[src/rtl/telemetry_pkg.sv]
// Shared types and constants for the telemetry UART transmit path.
// mode_t is the same 2-bit operating-mode encoding that fsm_controller drives.
package telemetry_pkg;

    localparam int         PKT_LEN        = 5;
    localparam logic [7:0] HEADER_DEFAULT = 8'hA5;

    typedef logic [1:0] mode_t;

    typedef enum logic [1:0] {
        SEQ_IDLE,
        SEQ_LOAD,
        SEQ_SEND,
        SEQ_DONE
    } seq_state_t;

    typedef enum logic [1:0] {
        TX_IDLE,
        TX_START,
        TX_DATA,
        TX_STOP
    } tx_state_t;

    // The checksum covers the three payload bytes only, never the header.
    function automatic logic [7:0] calc_chk(input mode_t mode, input logic [7:0] x, input logic [7:0] y);
        return {6'b0, mode} ^ x ^ y;
    endfunction

endpackage

[src/rtl/uart_telemetry_tx_if.sv]
// Request/snapshot inputs and serial/status outputs of the telemetry transmitter.
interface uart_telemetry_tx_if;

    logic                 send;
    telemetry_pkg::mode_t state;
    logic [7:0]           x;
    logic [7:0]           y;
    logic                 tx;
    logic                 busy;
    logic                 done;

    modport master (output send, state, x, y, input tx, busy, done);
    modport slave  (input send, state, x, y, output tx, busy, done);

endinterface

[src/rtl/uart_tx_byte.sv]
// 8N1 UART byte serialiser. A start accepted in the last stop-bit cycle chains
// the next frame with no idle gap.
module uart_tx_byte
    import telemetry_pkg::*;
#(
    parameter int CLKS_PER_BIT = 10417
) (
    input  logic       clk,
    input  logic       reset,
    input  logic       start,
    input  logic [7:0] data,
    output logic       tx,
    output logic       ready,
    output logic       byte_done
);

    localparam int               CNT_W     = (CLKS_PER_BIT > 1) ? $clog2(CLKS_PER_BIT) : 1;
    localparam logic [CNT_W-1:0] LAST_TICK = CNT_W'(CLKS_PER_BIT - 1);

    tx_state_t        state, state_nxt;
    logic [CNT_W-1:0] baud_cnt, baud_cnt_nxt;
    logic [2:0]       bit_cnt, bit_cnt_nxt;
    logic [7:0]       shift_r;
    logic             tx_nxt;
    logic             bit_end;
    logic             load;

    assign bit_end   = (baud_cnt == LAST_TICK);
    assign byte_done = (state == TX_STOP) && bit_end;
    assign ready     = (state == TX_IDLE) || byte_done;
    assign load      = start && ready;

    always_ff @(posedge clk or negedge reset) begin
        if (!reset) begin
            state    <= TX_IDLE;
            baud_cnt <= '0;
            bit_cnt  <= '0;
            tx       <= 1'b1;
        end else begin
            state    <= state_nxt;
            baud_cnt <= baud_cnt_nxt;
            bit_cnt  <= bit_cnt_nxt;
            tx       <= tx_nxt;
        end
    end

    always_ff @(posedge clk) begin
        if (load) shift_r <= data;
    end

    always_comb begin
        state_nxt    = state;
        baud_cnt_nxt = baud_cnt + 1'b1;
        bit_cnt_nxt  = bit_cnt;
        unique case (state)
            TX_IDLE: begin
                baud_cnt_nxt = '0;
                if (start) state_nxt = TX_START;
            end
            TX_START: begin
                if (bit_end) state_nxt = TX_DATA;
            end
            TX_DATA: begin
                if (bit_end) begin
                    baud_cnt_nxt = '0;
                    bit_cnt_nxt  = bit_cnt + 3'd1;
                    if (bit_cnt == 3'd7) state_nxt = TX_STOP;
                end
            end
            TX_STOP: begin
                if (bit_end) state_nxt = start ? TX_START : TX_IDLE;
            end
        endcase
        // Both counters restart on every state entry, including STOP -> START.
        if (state_nxt != state) begin
            baud_cnt_nxt = '0;
            bit_cnt_nxt  = '0;
        end
        // tx is registered from the next state so the line never glitches.
        unique case (state_nxt)
            TX_START: tx_nxt = 1'b0;
            TX_DATA:  tx_nxt = shift_r[bit_cnt_nxt];
            default:  tx_nxt = 1'b1;
        endcase
    end

endmodule

[src/rtl/uart_telemetry_tx.sv]
// Telemetry reporter: sends {HEADER, mode, x, y, checksum} over UART on request
// or on a free-running period tick, with at most one request held pending.
module uart_telemetry_tx
    import telemetry_pkg::*;
#(
    parameter int         CLKS_PER_BIT  = 10417,
    parameter int         PERIOD_CYCLES = 10_000_000,
    parameter logic [7:0] HEADER        = HEADER_DEFAULT
) (
    input  logic                clk,
    input  logic                reset,
    uart_telemetry_tx_if.slave  bus
);

    localparam int              PER_W    = (PERIOD_CYCLES > 1) ? $clog2(PERIOD_CYCLES) : 1;
    localparam logic [PER_W-1:0] PER_LAST = PER_W'((PERIOD_CYCLES > 0) ? PERIOD_CYCLES - 1 : 0);

    seq_state_t       seq_state, seq_nxt;
    logic [2:0]       byte_idx, byte_idx_nxt;
    logic             pending, pending_nxt;
    logic [PER_W-1:0] period_cnt;
    logic             tick;
    logic             trigger;
    logic             start_pkt;
    mode_t            mode_r;
    logic [7:0]       x_r, y_r, chk_r;
    logic             ser_start, ser_ready, ser_byte_done;
    logic [7:0]       ser_data;

    assign tick    = (PERIOD_CYCLES != 0) && (period_cnt == PER_LAST);
    assign trigger = bus.send || tick;
    // A packet may begin from IDLE, or straight out of DONE so a pending request follows without a gap.
    assign start_pkt = ser_ready &&
                       (((seq_state == SEQ_IDLE) && trigger) ||
                        ((seq_state == SEQ_DONE) && (trigger || pending)));

    always_ff @(posedge clk or negedge reset) begin
        if (!reset) begin
            period_cnt <= '0;
        end else if ((PERIOD_CYCLES == 0) || tick) begin
            period_cnt <= '0;
        end else begin
            period_cnt <= period_cnt + 1'b1;
        end
    end

    always_ff @(posedge clk or negedge reset) begin
        if (!reset) begin
            seq_state <= SEQ_IDLE;
            byte_idx  <= '0;
            pending   <= 1'b0;
        end else begin
            seq_state <= seq_nxt;
            byte_idx  <= byte_idx_nxt;
            pending   <= pending_nxt;
        end
    end

    always_ff @(posedge clk) begin
        if (start_pkt) begin
            mode_r <= bus.state;
            x_r    <= bus.x;
            y_r    <= bus.y;
        end
        if (seq_state == SEQ_LOAD) chk_r <= calc_chk(mode_r, x_r, y_r);
    end

    always_comb begin
        seq_nxt      = seq_state;
        byte_idx_nxt = byte_idx;
        ser_start    = 1'b0;
        ser_data     = HEADER;
        unique case (seq_state)
            SEQ_IDLE: begin
                if (start_pkt) begin
                    ser_start = 1'b1;
                    seq_nxt   = SEQ_LOAD;
                end
            end
            SEQ_LOAD: begin
                seq_nxt      = SEQ_SEND;
                byte_idx_nxt = '0;
            end
            SEQ_SEND: begin
                if (ser_byte_done) begin
                    if (byte_idx == 3'(PKT_LEN - 1)) begin
                        seq_nxt = SEQ_DONE;
                    end else begin
                        ser_start    = 1'b1;
                        byte_idx_nxt = byte_idx + 3'd1;
                        case (byte_idx)
                            3'd0:    ser_data = {6'b0, mode_r};
                            3'd1:    ser_data = x_r;
                            3'd2:    ser_data = y_r;
                            default: ser_data = chk_r;
                        endcase
                    end
                end
            end
            SEQ_DONE: begin
                if (start_pkt) begin
                    ser_start = 1'b1;
                    seq_nxt   = SEQ_LOAD;
                end else begin
                    seq_nxt = SEQ_IDLE;
                end
            end
        endcase
        // Single-entry request buffer: extra triggers while one is held are dropped.
        pending_nxt = pending;
        if (start_pkt) begin
            pending_nxt = 1'b0;
        end else if (trigger && (seq_state != SEQ_IDLE)) begin
            pending_nxt = 1'b1;
        end
    end

    uart_tx_byte #(
        .CLKS_PER_BIT (CLKS_PER_BIT)
    ) u_tx_byte (
        .clk       (clk),
        .reset     (reset),
        .start     (ser_start),
        .data      (ser_data),
        .tx        (bus.tx),
        .ready     (ser_ready),
        .byte_done (ser_byte_done)
    );

    assign bus.done = (seq_state == SEQ_DONE);
    assign bus.busy = (seq_state == SEQ_LOAD) || (seq_state == SEQ_SEND) ||
                      ((seq_state == SEQ_DONE) && pending);

endmodule

[src/flat_wrapper.sv]
// flat-port wrapper written by rule: the top's interface ports become plain ports
module uart_telemetry_tx_flat import telemetry_pkg::*;
#(
    parameter int         CLKS_PER_BIT  = 10417,
    parameter int         PERIOD_CYCLES = 10_000_000,
    parameter logic [7:0] HEADER        = HEADER_DEFAULT
)
  (clk, reset, bus_send, bus_state, bus_x, bus_y, bus_tx, bus_busy, bus_done);
  uart_telemetry_tx_if bus_i ();
  input  logic clk;
  input  logic reset;
  input wire logic [$bits(bus_i.send)-1:0] bus_send;
  input wire logic [$bits(bus_i.state)-1:0] bus_state;
  input wire logic [$bits(bus_i.x)-1:0] bus_x;
  input wire logic [$bits(bus_i.y)-1:0] bus_y;
  output wire logic [$bits(bus_i.tx)-1:0] bus_tx;
  output wire logic [$bits(bus_i.busy)-1:0] bus_busy;
  output wire logic [$bits(bus_i.done)-1:0] bus_done;
  assign bus_i.send = bus_send;
  assign bus_i.state = bus_state;
  assign bus_i.x = bus_x;
  assign bus_i.y = bus_y;
  assign bus_tx = bus_i.tx;
  assign bus_busy = bus_i.busy;
  assign bus_done = bus_i.done;
  uart_telemetry_tx #(.CLKS_PER_BIT(CLKS_PER_BIT), .PERIOD_CYCLES(PERIOD_CYCLES), .HEADER(HEADER)) u_core (.clk(clk), .reset(reset), .bus(bus_i));
endmodule
[config.mk]
export PLATFORM = sky130hd
export DESIGN_NAME = uart_telemetry_tx_flat
export DESIGN_NICKNAME = d
export VERILOG_FILES = /design/src/rtl/telemetry_pkg.sv /design/src/rtl/uart_telemetry_tx_if.sv /design/src/rtl/uart_tx_byte.sv /design/src/rtl/uart_telemetry_tx.sv /design/src/flat_wrapper.sv
export SDC_FILE = /design/constraint.sdc
export NUM_CORES = 1
export LEC_CHECK = 0
export ABC_AREA = 1
export BUFFER_PORTS_ARGS = -buffer_cell sky130_fd_sc_hd__clkbuf_2
export CORE_UTILIZATION = 45
export CTS_CLUSTER_DIAMETER = 80
export CTS_CLUSTER_SIZE = 28
export DETAILED_ROUTE_END_ITERATION = 8
export PLACE_DENSITY = 0.64
export SYNTH_ARGS = -nofsm -noshare
export SYNTH_HDL_FRONTEND = slang
export SYNTH_SLANG_ARGS = --single-unit
[constraint.sdc]
create_clock -name clk -period 5.4 [get_ports clk]
set_input_delay 1.08 -clock clk [delete_from_list [all_inputs] [get_ports clk]]
set_output_delay 1.08 -clock clk [all_outputs]
set_load 0.1 [all_outputs]
After elaboration in Yosys (flattened, before gate mapping)
Cells that the tools add are included.
{"block": "word_totals", "regBits": 84, "input_bits": 21, "output_inout_bits": 3, "wordCells": 96}
{"block": "op_classes", "add_sub_neg": 4, "n_lt_le_gt_ge": 1, "eq_ne": 19, "mux": 32, "bitwise_logic": 4, "reduce_logical": 23}
{"operator": "two-way mux 14 bit", "count": 2}
{"operator": "one-hot mux 14 bit (2 select lines)", "count": 1}
{"operator": "adder 24 x 1 -> 24 bit, second input constant", "count": 1}
{"operator": "equality test 24 bit, second input constant", "count": 1}
{"operator": "two-way mux 24 bit", "count": 1}
{"operator": "one-hot mux 8 bit (3 select lines)", "count": 1}
{"operator": "two-way mux 2 bit", "count": 8}
{"operator": "one-hot mux 2 bit (4 select lines)", "count": 2}
{"operator": "two-way mux 3 bit", "count": 5}
{"operator": "adder 14 x 1 -> 14 bit, second input constant", "count": 1}
{"operator": "equality test 14 bit, second input constant", "count": 1}
{"operator": "equality test 2 bit, second input constant", "count": 5}
{"operator": "two-way mux 1 bit", "count": 8}
{"operator": "bitwise XOR 2 x 8 -> 8 bit", "count": 1}
{"operator": "bitwise XOR 8 bit", "count": 1}
{"operator": "logical AND 1 bit", "count": 7}
{"operator": "adder 3 x 1 -> 3 bit, second input constant", "count": 2}
{"operator": "equality test 2 x 1 -> 1 bit, second input constant", "count": 3}
{"operator": "equality test 3 bit, second input constant", "count": 2}
{"operator": "logical OR 1 bit", "count": 6}
{"operator": "one-hot mux 3 bit (2 select lines)", "count": 1}
{"operator": "AND reduction 3 bit", "count": 2}
{"operator": "nonzero test 2 bit", "count": 3}
{"operator": "logical NOT 2 bit", "count": 2}
{"operator": "other kinds (12)", "count": 16}

Longest topological paths before layout
Gate-level depths: netlist of run 1.
{"block": "depth", "word_depth": 16, "depth_mapped": 23, "mapped_depth_nobuf": 23}

Modules after synthesis
Synthesis of run 1 repeated with hierarchy kept, for this count alone.
{"block": "unflattened", "hier_cells": 488, "area_unflattened_um2": 4409.2}
{"module": "uart_telemetry_tx", "instances": 1, "cells_each": 311, "area_per_inst_um2": 2924.1, "seq_area_each_um2": 1531.5}
{"module": "uart_tx_byte", "instances": 1, "cells_each": 177, "area_per_inst_um2": 1485.2, "seq_area_each_um2": 742.0}

Worst setup path before layout of run 1
No wires, ideal clock.
{"block": "synth_path", "path_kind": "flip-flop to output port", "start": "register u_core.seq_state[0]", "end": "output bus_busy", "t_arrival_ns": 2.074, "setup_slack_ns": 2.246, "stages_incl_launch_ff": 4, "path_buffers": 0, "path_cell_list": "dfrtp_1 > ha_1 > nand2_1 > nand2_1"}
{"block": "synth_between", "elab_chain_cells": 3, "elab_cells_between_ends": 6}
{"element": "start: declaration", "line_no": "uart_telemetry_tx.sv:18", "rtl": "seq_state_t seq_state, seq_nxt;"}
{"element": "start signal: assignment", "line_no": "uart_telemetry_tx.sv:53", "rtl": "seq_state <= seq_nxt;"}
{"element": "equality test 2 bit"}
{"element": "named net bus_done", "line_no": "flat_wrapper.sv:18", "rtl": "output wire logic [$bits(bus_i.done)-1:0] bus_done;"}
{"element": "logical AND 1 bit", "line_no": "uart_telemetry_tx.sv:132", "rtl": "((seq_state == SEQ_DONE) && pending);"}
{"element": "logical OR 1 bit", "line_no": "uart_telemetry_tx.sv:131", "rtl": "assign bus.busy = (seq_state == SEQ_LOAD) || (seq_state == SEQ_SEND) ||"}
{"element": "end: declaration", "line_no": "flat_wrapper.sv:17", "rtl": "output wire logic [$bits(bus_i.busy)-1:0] bus_busy;"}
The timed path passes the listed nets, and every way through them passes these cells.

Worst setup path in the final report of run 1
{"block": "layout_path", "start": "register u_core.seq_state[1]", "end": "output bus_busy"}
{"block": "layout_between", "elab_chain_cells": 3, "elab_cells_between_ends": 6}
{"element": "equality test 2 x 1 -> 1 bit (tied with other cells)", "line_no": "uart_telemetry_tx.sv:131"}
{"element": "logical OR 1 bit or logical AND 1 bit (tied branches)", "line_no": "uart_telemetry_tx.sv:131, uart_telemetry_tx.sv:132"}
{"element": "logical OR 1 bit *", "line_no": "uart_telemetry_tx.sv:131"}
Mark *: on every way between the ends. The rest lies on a longest branch, timed or not.

==> results of run 1 <==
-- path summary, 6_finish.rpt --
kind                                              start                            to  slack (ns)  depth (start not counted)
max reg2reg                          u_core.byte_idx[0]  u_core.u_tx_byte.baud_cnt[5]        2.79                         16
min reg2reg                u_core.u_tx_byte.baud_cnt[0]  u_core.u_tx_byte.baud_cnt[0]        0.47                          1
min                        u_core.u_tx_byte.baud_cnt[0]  u_core.u_tx_byte.baud_cnt[0]        0.47                          1
max in group asynchronous                         reset  u_core.u_tx_byte.baud_cnt[0]        4.13                          2
max                                 u_core.seq_state[1]                      bus_busy        2.39                          5
min in group asynchronous                         reset         u_core.period_cnt[22]        0.83                          2
-- power breakdown --
part	switching, mW	leakage, nW	internal (mW)
sequential	0	0.958	0.662
combinational	0.00943	1.10	0.00574
clock	0.216	0.0951	0.210
total	0.225	2.15	0.878
-- per-layer routing --
layer | up-vias | track usage (%) | part of all wire, %
met5 | - | 0 | 0
met4 | 0 | 6.56 | 1.2
met3 | 7 | 2.95 | 1.9
met2 | 27 | 28.0 | 48
met1 | 1475 | 22.0 | 49
li1 | 1570 | - | -
-- layout by cell type, fill, tap and decap left out, types with 9 or more instances in the layout --
cell type / synthesis / routed
clkbuf_8: 0 / 9
nor3_1: 12 / 12
dfrtp_1: 49 / 49
nand4_1: 11 / 11
nand2_1: 67 / 67
inv_1: 82 / 82
clkbuf_2: 0 / 23
edfxtp_1: 34 / 34
ha_1: 15 / 15
xor2_1: 17 / 17
o21ai_0: 15 / 15
a21oi_1: 14 / 14
nor2_1: 56 / 56
nand3_1: 35 / 35
-- per-stage QoR --
stage	hold WS (ns)	util [%]
final	0.471	51.0
after global routing	0.487	51.0
after CTS	0.473	51.0
after detailed placement	0.463	49.0
after global placement	0.446	49.0
after floorplan	0.431	-
-- registers in the layout, summed over array words and instances (netlist names) --
signal,count
u_core.y_r,8
u_core.byte_idx,3
u_core.mode_r,2
u_core.u_tx_byte.tx,1
u_core.u_tx_byte.state,2
u_core.seq_state,2
u_core.u_tx_byte.baud_cnt,14
u_core.u_tx_byte.bit_cnt,3
u_core.u_tx_byte.shift_r,8
u_core.x_r,8
u_core.chk_r,8
u_core.period_cnt,24
u_core.pending,1
-- cell type report --
cell class | instances | area [sq um]
clock buffer | 10 | 128
fill | 859 | 4510
tap | 111 | 139
multi-input combinational | 290 | 1650
timing repair buffer | 24 | 123
inverter | 87 | 327
clock inverter | 6 | 56.3
sequential | 84 | 2270
-- critical path, cell delays in order, from the launching register on --
cell and delay (ns):
dfrtp_1 0.44, inv_1 0.12, ha_1 0.34, inv_1 0.11, nand2_1 0.11, clkbuf_2 0.46
-- kinds of logic (layout without fill, tap and decap cells) --
kind of cell	count (synthesis)	count (layout)	synth area share (%)
adders and majority gates	15	15	4.41
xor gates and xnor gates	24	24	4.94
AOI/OAI and AO/OA	43	43	5.91
DFF	84	84	53.4
buffers and inverters	89	127	7.94
and+or+nand+nor	207	207	23.2
muxes	1	1	0.235
==> results.md, run 1 <==
* Status: finished clean
* P per Cell Area at 235 nW/um^2
* # hold bufs at CTS at 0
* Syn Area/Cell at 9.19 sq um
* Core Rows at 35
* DR pass1 iterations at 4
* Max Cap Viol at 0
* Synth warn at 0
* Skew-Pair Late Insertion Delay at 0.35 ns
* Part of the cycle the worst path needs at 55.7%
* # IOs at 24
* Top-count cell post-synth: inv_1
* Place WS at 2.65 ns
* Clk buf depth at 2
* CTS clock-pin slew for the worst setup and hold paths at 0.08 ns
* Final TNS setup at 0 ns
* Post-route worst setup slack at 2.39 ns
* Die area at 9850 sq um
* CTS root buffer: clkbuf_8
* Final ANT Viol Nets at 0
* Placed Cells at 596
* Worst setup EP type: output port
* Setup Viol. Count Final at 0
* Largest net degree at the start of global routing at 51
* Synth cell types at 39
* Fin. Hold Viols at 0
* Commonest cells in the netlist: 82 x inv_1, 67 x nand2_1, 56 x nor2_1, 49 x dfrtp_1, 35 x nand3_1
* Worst vdd ir at 0.0969 mV
* Asr flop ratio synth at 59.5%
* Vias/cell at 5.03
* Power, Total at 1.10 mW
* Resize count post-CTS at 0
* H-tree levels at 3
* Cell Area, Placed at 4510 sq um
* Worst-margin pin slew at 0.898 ns
* CTS tree: done
* Die Wd at 99.3 um
* Skew final at 0.0104 ns
* DR DRC count at 0
* Max-slew violation count at 0
* Layout Nets at 532
* Routed via count at 3079
* Antenna cells at 0
* Starting Density at 46.3%
* Syn nets at 499
* Min cycle time layout at 3.01 ns
* Crit path arrival time at 1.93 ns
* Non-Filler Instances at 612
* Seq cells post-synth at 84
* Core Area at 9200 sq um
* Unrepaired setup endpoints after global routing: no
* CTS buffer count at 9
* Die H at 99.3 um
* Drt total wl at 7.62 mm
* Tightest Hold Check Type: reg -> reg
* Share of the synthesized area in the top cell type at 28.8%
* Worst Path Required at 4.32 ns
* # clock sinks at 84
* Top cells by area, synth: dfrtp_1 29%, edfxtp_1 24%, inv_1 7.2%
* Total Routing Usage GR at 16.8%
* F_max at 332 MHz
* Synth area leader: dfrtp_1
* Seq/Total Area, Yosys at 53.4%
* Vias in the first global route at 2953
* HPWL Detailed at 5.49 mm
* Prevailing post-synth register cell: dfrtp_1
* DR WL/cell at 12.5 um
* PortBufs at 23
* Global route overflow at 0
* CP Class: reg -> out
* Worst Setup Start Kind: flip-flop
* Placer Congestion at 0.812
* Post-CTS setup buffer count at 0
* Initial antenna violation count at 0
* Post-route cell area at 4690 sq um
* Post-synth EDFFs at 34
* Initial DRC count at 110
* Area growth, synth to finish at 10.2%
* Lkg Pwr at 2.15 nW
* Mapped Area at 4260 sq um
* CP Max Fanout at 5
* Fraction of layout cells with a size suffix above 1 at 12.6%
* Post-Synthesis Cells at 463
* Relative slew slack at 39.6%
* First-pass GRT wire length at 13.1 mm
Power figures use the tool's default switching activity.
==> inputs of run 2 (changes only) <==
Clock period 5.4 ns to 3.1 ns, I/O delays scaled along.
==> results.md, run 2 (synthesis results as in run 1) <==
* Worst-margin pin slew at 0.955 ns (+0.0569 ns)
* F_max at 392 MHz
* Status: finished clean
* Tightest Hold Check Type: in -> async
* Core Rows at 35 (unchanged)
* Worst Setup Start Kind: flip-flop
* CP Class: reg -> reg
* Largest regs: u_core.period_cnt x24, u_core.u_tx_byte.baud_cnt x14
* Largest net degree at the start of global routing at 51 (unchanged)
* Worst setup EP type: flip-flop
* Unrepaired setup endpoints after global routing: no
* Vias/cell at 4.94 (-1.7%)
* Worst vdd ir at 0.255 mV (+160%)
* Max-slew violation count at 0 (unchanged)
* Worst Reg-to-Reg Cells at 16 (unchanged)
* Placer Congestion at 0.771 (-5.1%)
* Initial DRC count at 136 (+24%)
* Relative slew slack at 35.8% (-3.8 points)
* Global route overflow at 0 (unchanged)
* Skew-Pair Late Insertion Delay at 0.35 ns (about the same)
* CTS buffer count at 9 (unchanged)
* Max reg flops at 24 (unchanged)
* Crit path arrival time at 2.79 ns (+0.86 ns)
* Fraction of layout cells with a size suffix above 1 at 13.5% (+0.92 points)
* Routed via count at 3040 (-1.3%)
* Final ANT Viol Nets at 0 (unchanged)
* Non-Filler Instances at 615 (+0.49%)
* # clock sinks at 84 (unchanged)
* Final TNS setup at 0 ns (unchanged)
* Area growth, synth to finish at 11.1%
* CTS root buffer: clkbuf_8
* Lkg Pwr at 2.16 nW (+0.50%)
* Initial antenna violation count at 0 (unchanged)
* Drt total wl at 7.36 mm (-3.5%)
* Starting Density at 46.3% (unchanged)
* Worst Path Required at 3.34 ns (-0.98 ns)
* Crit Reg-Reg Endpoint: u_core.u_tx_byte.baud_cnt[5]
* Commonest non-fill, non-tap cell in the layout: inv_1
* CTS tree: done
* DR pass1 iterations at 4 (unchanged)
* Die H at 99.3 um (unchanged)
* Fin util at 51.4% (+0.39 points)
* H-tree levels at 3 (unchanged)
* HPWL Detailed at 5.40 mm (-1.7%)
* Worst reg2reg startpoint: u_core.byte_idx[0]
* CTS clock-pin slew for the worst setup and hold paths at 0.09 ns (about the same)
* P per Cell Area at 416 nW/um^2 (+77%)
* PortBufs at 23 (unchanged)
* Setup Viol. Count Final at 0 (unchanged)
* Flop2flop setup slack at 0.55 ns (-2.24 ns)
* Most flop-heavy register: u_core.period_cnt
* Commonest cells after routing, fill and taps aside: 82 x inv_1, 67 x nand2_1, 56 x nor2_1
* Skew final at 0.0131 ns (+0.00267 ns)
* Antenna cells at 0 (unchanged)
* First-pass GRT wire length at 13.3 mm (+1.0%)
* # IOs at 24 (unchanged)
* Vias in the first global route at 3003 (+1.7%)
* Resize count post-CTS at 0 (unchanged)
* Total Routing Usage GR at 16.7% (-0.089 points)
* Min cycle time layout at 2.55 ns
* Fin. Hold Viols at 0 (unchanged)
* Part of the cycle the worst path needs at 82.2%
* Layout Nets at 535 (+0.56%)
* Post-CTS setup buffer count at 0 (unchanged)
* DR DRC count at 0 (unchanged)
* # hold bufs at CTS at 0 (unchanged)
* CP Max Fanout at 14 (+9)
* DR WL/cell at 12.0 um (-3.9%)
* Clk buf depth at 2 (unchanged)
* Placed Cells at 599 (+0.50%)
* Die Wd at 99.3 um (unchanged)
* Max Cap Viol at 0 (unchanged)
* Core Area at 9200 sq um (unchanged)
* Die area at 9850 sq um (unchanged)
## run 2: layout make-up
cell class	instances	area, sq um
clock buffer	10	128
clock inverter	6	70.1
fill	852	4470
inverter	87	327
multi-input combinational	290	1650
sequential	84	2270
tap	111	139
timing repair buffer	27	145
## run 2: power by group
group / total (mW) / switching (mW) / internal (mW)
Clock: 0.788 / 0.409 / 0.379
Combinational: 0.0262 / 0.0162 / 0.0100
Sequential: 1.15 / 0 / 1.15
Total: 1.97 / 0.426 / 1.54
## run 2: metrics by stage
step                      worst slack, ns  power [mW]  hold WS [ns]  instance area (sq um)
after detailed placement            0.557        1.20         0.454                   4530
after global routing                0.165        2.03         0.422                   4730
final                               0.552        1.97         0.362                   4730
after CTS                           0.526        1.98         0.389                   4730
after global placement              0.638        1.20         0.451                   4530
after floorplan                     0.406        1.18         0.324                   4260
## run 2: how the worst max path moves through the flow
stage,from,endpoint,slack (ns)
CTS,u_core.byte_idx[0],u_core.u_tx_byte.baud_cnt[5],0.53
floorplan,u_core.seq_state[0],bus_busy,0.41
global placement,u_core.byte_idx[0],u_core.u_tx_byte.baud_cnt[5],0.64
global route,u_core.byte_idx[0],u_core.u_tx_byte.baud_cnt[5],0.17
detailed placement,u_core.byte_idx[0],u_core.u_tx_byte.baud_cnt[5],0.56
finish,u_core.byte_idx[0],u_core.u_tx_byte.baud_cnt[5],0.55
## run 2: layer usage
metal | global-route usage [%] | vias up | part of all wire (%)
met3 | 2.60 | 13 | 2.4
met5 | 0 | - | 0
met4 | 6.90 | 0 | 2.1
met1 | 23.0 | 1403 | 50
li1 | - | 1576 | -
met2 | 26.6 | 48 | 46
## run 2: critical path, cell delays in order (launching register included)
cell and delay, ns:
dfrtp_1 0.43, inv_1 0.12, ha_1 0.18, inv_1 0.06, o21ai_0 0.23, inv_1 0.09, nand3_2 0.16, nand2_2 0.08
nand2_2 0.07, nand2_1 0.05, nand2_1 0.07, nand2_1 0.06, nand2_2 0.09, nand2_2 0.07, nand2_4 0.12, nand2_1 0.30
a311oi_1 0.30
==> inputs of run 3 (changes only) <==
Settings changed: ABC_AREA 1 to 0.
Clock period 3.1 ns to 2.4 ns, I/O delays scaled along.
==> results.md, run 3 <==
* Share of the synthesized area in the top cell type at 29.8% (+1.0 points)
* CP Max Fanout at 8 (-6)
* Layout Nets at 446 (-17%)
* HPWL Detailed at 5.33 mm (-1.2%)
* Max reg flops at 24 (unchanged)
* CP delay by family, top: buffers and inverters
* Worst vdd ir at 0.312 mV (+22%)
* Worst reg2reg startpoint: u_core.u_tx_byte.baud_cnt[0]
* Commonest cells after routing, fill and taps aside: 49 x nor2_1, 49 x dfrtp_1, 34 x edfxtp_1
* Final ANT Viol Nets at 0 (unchanged)
* Most flop-heavy register: u_core.period_cnt
* Largest regs: u_core.period_cnt x24, u_core.u_tx_byte.baud_cnt x14
* Area growth, synth to finish at 14.0%
* Worst Path Required at 1.92 ns (-1.42 ns)
* Initial antenna violation count at 0 (unchanged)
* Status: finished clean
* Prevailing post-synth register cell: dfrtp_1
* Worst Setup SP: u_core.seq_state[0]
* Grt peak-use layer: met2
* Critical Path Max Stage Delay at 0.39 ns (-0.04 ns)
* Vias in the first global route at 2786 (-7.2%)
* Die Wd at 97.6 um (-1.7%)
* Syn nets at 409 (-18%)
* DR pass1 iterations at 4 (unchanged)
* Buffers and inverters on the worst path at 3 (unchanged)
* Seq/Total Area, Yosys at 55.3% (+1.9 points)
* H-tree levels at 3 (unchanged)
* Mapped Area at 4110 sq um (-3.4%)
* Hold_ws at 0.183 ns (-0.179 ns)
* Max Cap Viol at 0 (unchanged)
* Setup Viol. Count Final at 0 (unchanged)
* Placed Cells at 505 (-16%)
* First-pass GRT wire length at 12.9 mm (-3.1%)
* Largest net degree at the start of global routing at 31 (-39%)
* Part of the cycle the worst path needs at 96.8%
* Commonest cells in the netlist: 51 x nor2_1, 49 x dfrtp_1, 34 x edfxtp_1, 32 x nand2_1, 23 x xor2_1
* Clk buf depth at 2 (unchanged)
* Max-slew violation count at 0 (unchanged)
* Skew final at 0.0153 ns (+0.00220 ns)
* Post-Synthesis Cells at 373 (-19%)
* Worst path slowest cell: dfrtp_1
* Routed via count at 2755 (-9.4%)
* Antenna cells at 0 (unchanged)
* CTS buffer count at 9 (unchanged)
* DR WL/cell at 14.3 um (+20%)
* Non-Filler Instances at 523 (-15%)
* Worst Setup Start Kind: flip-flop
* # clock sinks at 84 (unchanged)
* Initial DRC count at 118 (-13%)
* Syn Area/Cell at 11.0 sq um (+20%)
* Synth area leader: dfrtp_1
* Vias/cell at 5.27 (+6.6%)
* Global route overflow at 0 (unchanged)
* Worst-margin pin slew at 0.756 ns (-0.199 ns)
* Met3 usage at 4.46% (+1.9 points)
* DR DRC count at 0 (unchanged)
* Core Rows at 34 (-2.9%)
* Top-count cell post-synth: nor2_1
* # IOs at 24 (unchanged)
* Total Routing Usage GR at 17.0% (+0.24 points)
* Tightest Hold Check Type: in -> async
* CP Class: reg -> out
* Starting Density at 46.9% (+0.63 points)
* Lkg Pwr at 1.96 nW (-9.0%)
* Met2 Track Usage GR at 27.3% (+0.67 points)
* Fill cell count at 776 (-8.9%)
* Fraction of layout cells with a size suffix above 1 at 17.6% (+4.1 points)
* Crit path arrival time at 1.84 ns (-0.95 ns)
* CTS tree: done
* Asr flop ratio synth at 59.5% (unchanged)
* Grt met1 use at 22.2% (-0.78 points)
* Worst setup EP type: output port
* CTS clock-pin slew for the worst setup and hold paths at 0.09 ns (about the same)
* Crit Reg-Reg Endpoint: u_core.u_tx_byte.tx
* Seq cells post-synth at 84 (unchanged)
* Skew-Pair Late Insertion Delay at 0.36 ns (about the same)
* P per Cell Area at 544 nW/um^2 (+31%)
* Min cycle time layout at 2.32 ns
* Critical path cell sequence: inv_2 -> ha_1 -> buf_4 -> or2_2 -> clkbuf_8
* CTS root buffer: clkbuf_8
* Flop2flop setup slack at 0.18 ns (-0.37 ns)
* Relative slew slack at 49.6% (+14 points)
* Die H at 97.6 um (-1.7%)
* Worst Setup EP: bus_busy
* Synth warn at 0 (unchanged)
* Die area at 9520 sq um (-3.3%)
* Placer Congestion at 0.764 (-0.82%)
* Core Area at 8760 sq um (-4.7%)
* Post-synth EDFFs at 34 (unchanged)
* F_max at 430 MHz
* Top cells by area, synth: dfrtp_1 30%, edfxtp_1 25%, xor2_1 4.9%
* Synth cell types at 57 (+46%)
* Power, Total at 2.55 mW (+30%)
* PortBufs at 23 (unchanged)
* Critical Path Stages at 5 (-11)
* Worst Reg-to-Reg Cells at 9 (-7)
* Fin. Hold Viols at 0 (unchanged)
* Drt total wl at 7.48 mm (+1.6%)
run 3: cell count changes after synthesis, sizes merged, moves of 5 or more:
| cell | previous run | this run |
|---|---|---|
| a22oi | 0 | 7 |
| and3 | 0 | 8 |
| clkbuf | 1 | 10 |
| inv | 86 | 10 |
| mux2i | 1 | 6 |
| nand2 | 76 | 32 |
| nand3 | 38 | 12 |
| nor2 | 59 | 51 |
| nor3 | 14 | 4 |
| or3 | 0 | 6 |
| xnor2 | 7 | 17 |
| xor2 | 17 | 23 |
run 3: per-stage QoR:
| stage | instance area, sq um | utilization (%) | setup slack [ns] | TNS, ns |
|---|---|---|---|---|
| 2_1_floorplan | 4120 | - | 0.0944 | 0 |
| 3_3_place_gp | 4430 | 50.6 | 0.149 | 0 |
| 3_5_place_dp | 4430 | 50.6 | 0.110 | 0 |
| 4_1_cts | 4640 | 52.9 | 0.00230 | 0 |
| 5_1_grt | 4690 | 53.5 | -0.00593 | -0.00593 |
| 6_report | 4690 | 53.5 | 0.0766 | 0 |
run 3: worst min-delay path by stage:
| stage | slack (ns) | depth (start not counted) | start | to |
|---|---|---|---|---|
| 5_1_grt | 0.23 | 1 | reset | u_core.period_cnt[21] |
| 3_3_place_gp | 0.47 | 2 | u_core.pending | u_core.pending |
| 4_1_cts | 0.20 | 1 | reset | u_core.u_tx_byte.bit_cnt[0] |
| 2_1_floorplan | 0.18 | 0 | reset | u_core.byte_idx[0] |
| 3_5_place_dp | 0.48 | 1 | u_core.period_cnt[17] | u_core.period_cnt[17] |
| 6_report | 0.18 | 1 | reset | u_core.u_tx_byte.baud_cnt[6] |
run 3: timing repair:
action | CTS | global route
cloned | 0 | 0
endpoints found under the setup margin | 1 | 10
buffers inserted | 0 | 2
hold buffers | 0 | 0
pin swaps | 0 | 0
resized for setup | 2 | 7
run 3: kinds of logic after synthesis:
kind of cell | share of synthesized area, %
simple gates | 19.0
buf+inv | 2.22
flops | 55.3
xor+xnor | 8.52
fa+ha+maj | 4.56
mux | 1.55
compound gates | 8.82
run 3: area by class of cell:
cell class | count | area (sq um) | share of cell area (%)
clock inverter | 7 | 76.3 | 1.63
sequential | 84 | 2270 | 48.5
clock buffer | 9 | 124 | 2.64
multi-input combinational | 267 | 1790 | 38.2
inverter | 10 | 37.5 | 0.801
timing repair buffer | 38 | 249 | 5.31
tap | 108 | 135 | 2.88
run 3: power breakdown:
group                 switching (mW)  internal (mW)
clock network                  0.536          0.486
registers      0.0000000000000000192           1.49
logic                         0.0222         0.0137
run 3: per-layer routing:
| layer | part of all wire (%) | wire length (um) |
|---|---|---|
| met3 | 2.7 | 202 |
| met1 | 47 | 3510 |
| met5 | 0 | 0 |
| met4 | 0.99 | 74 |
| met2 | 49 | 3690 |
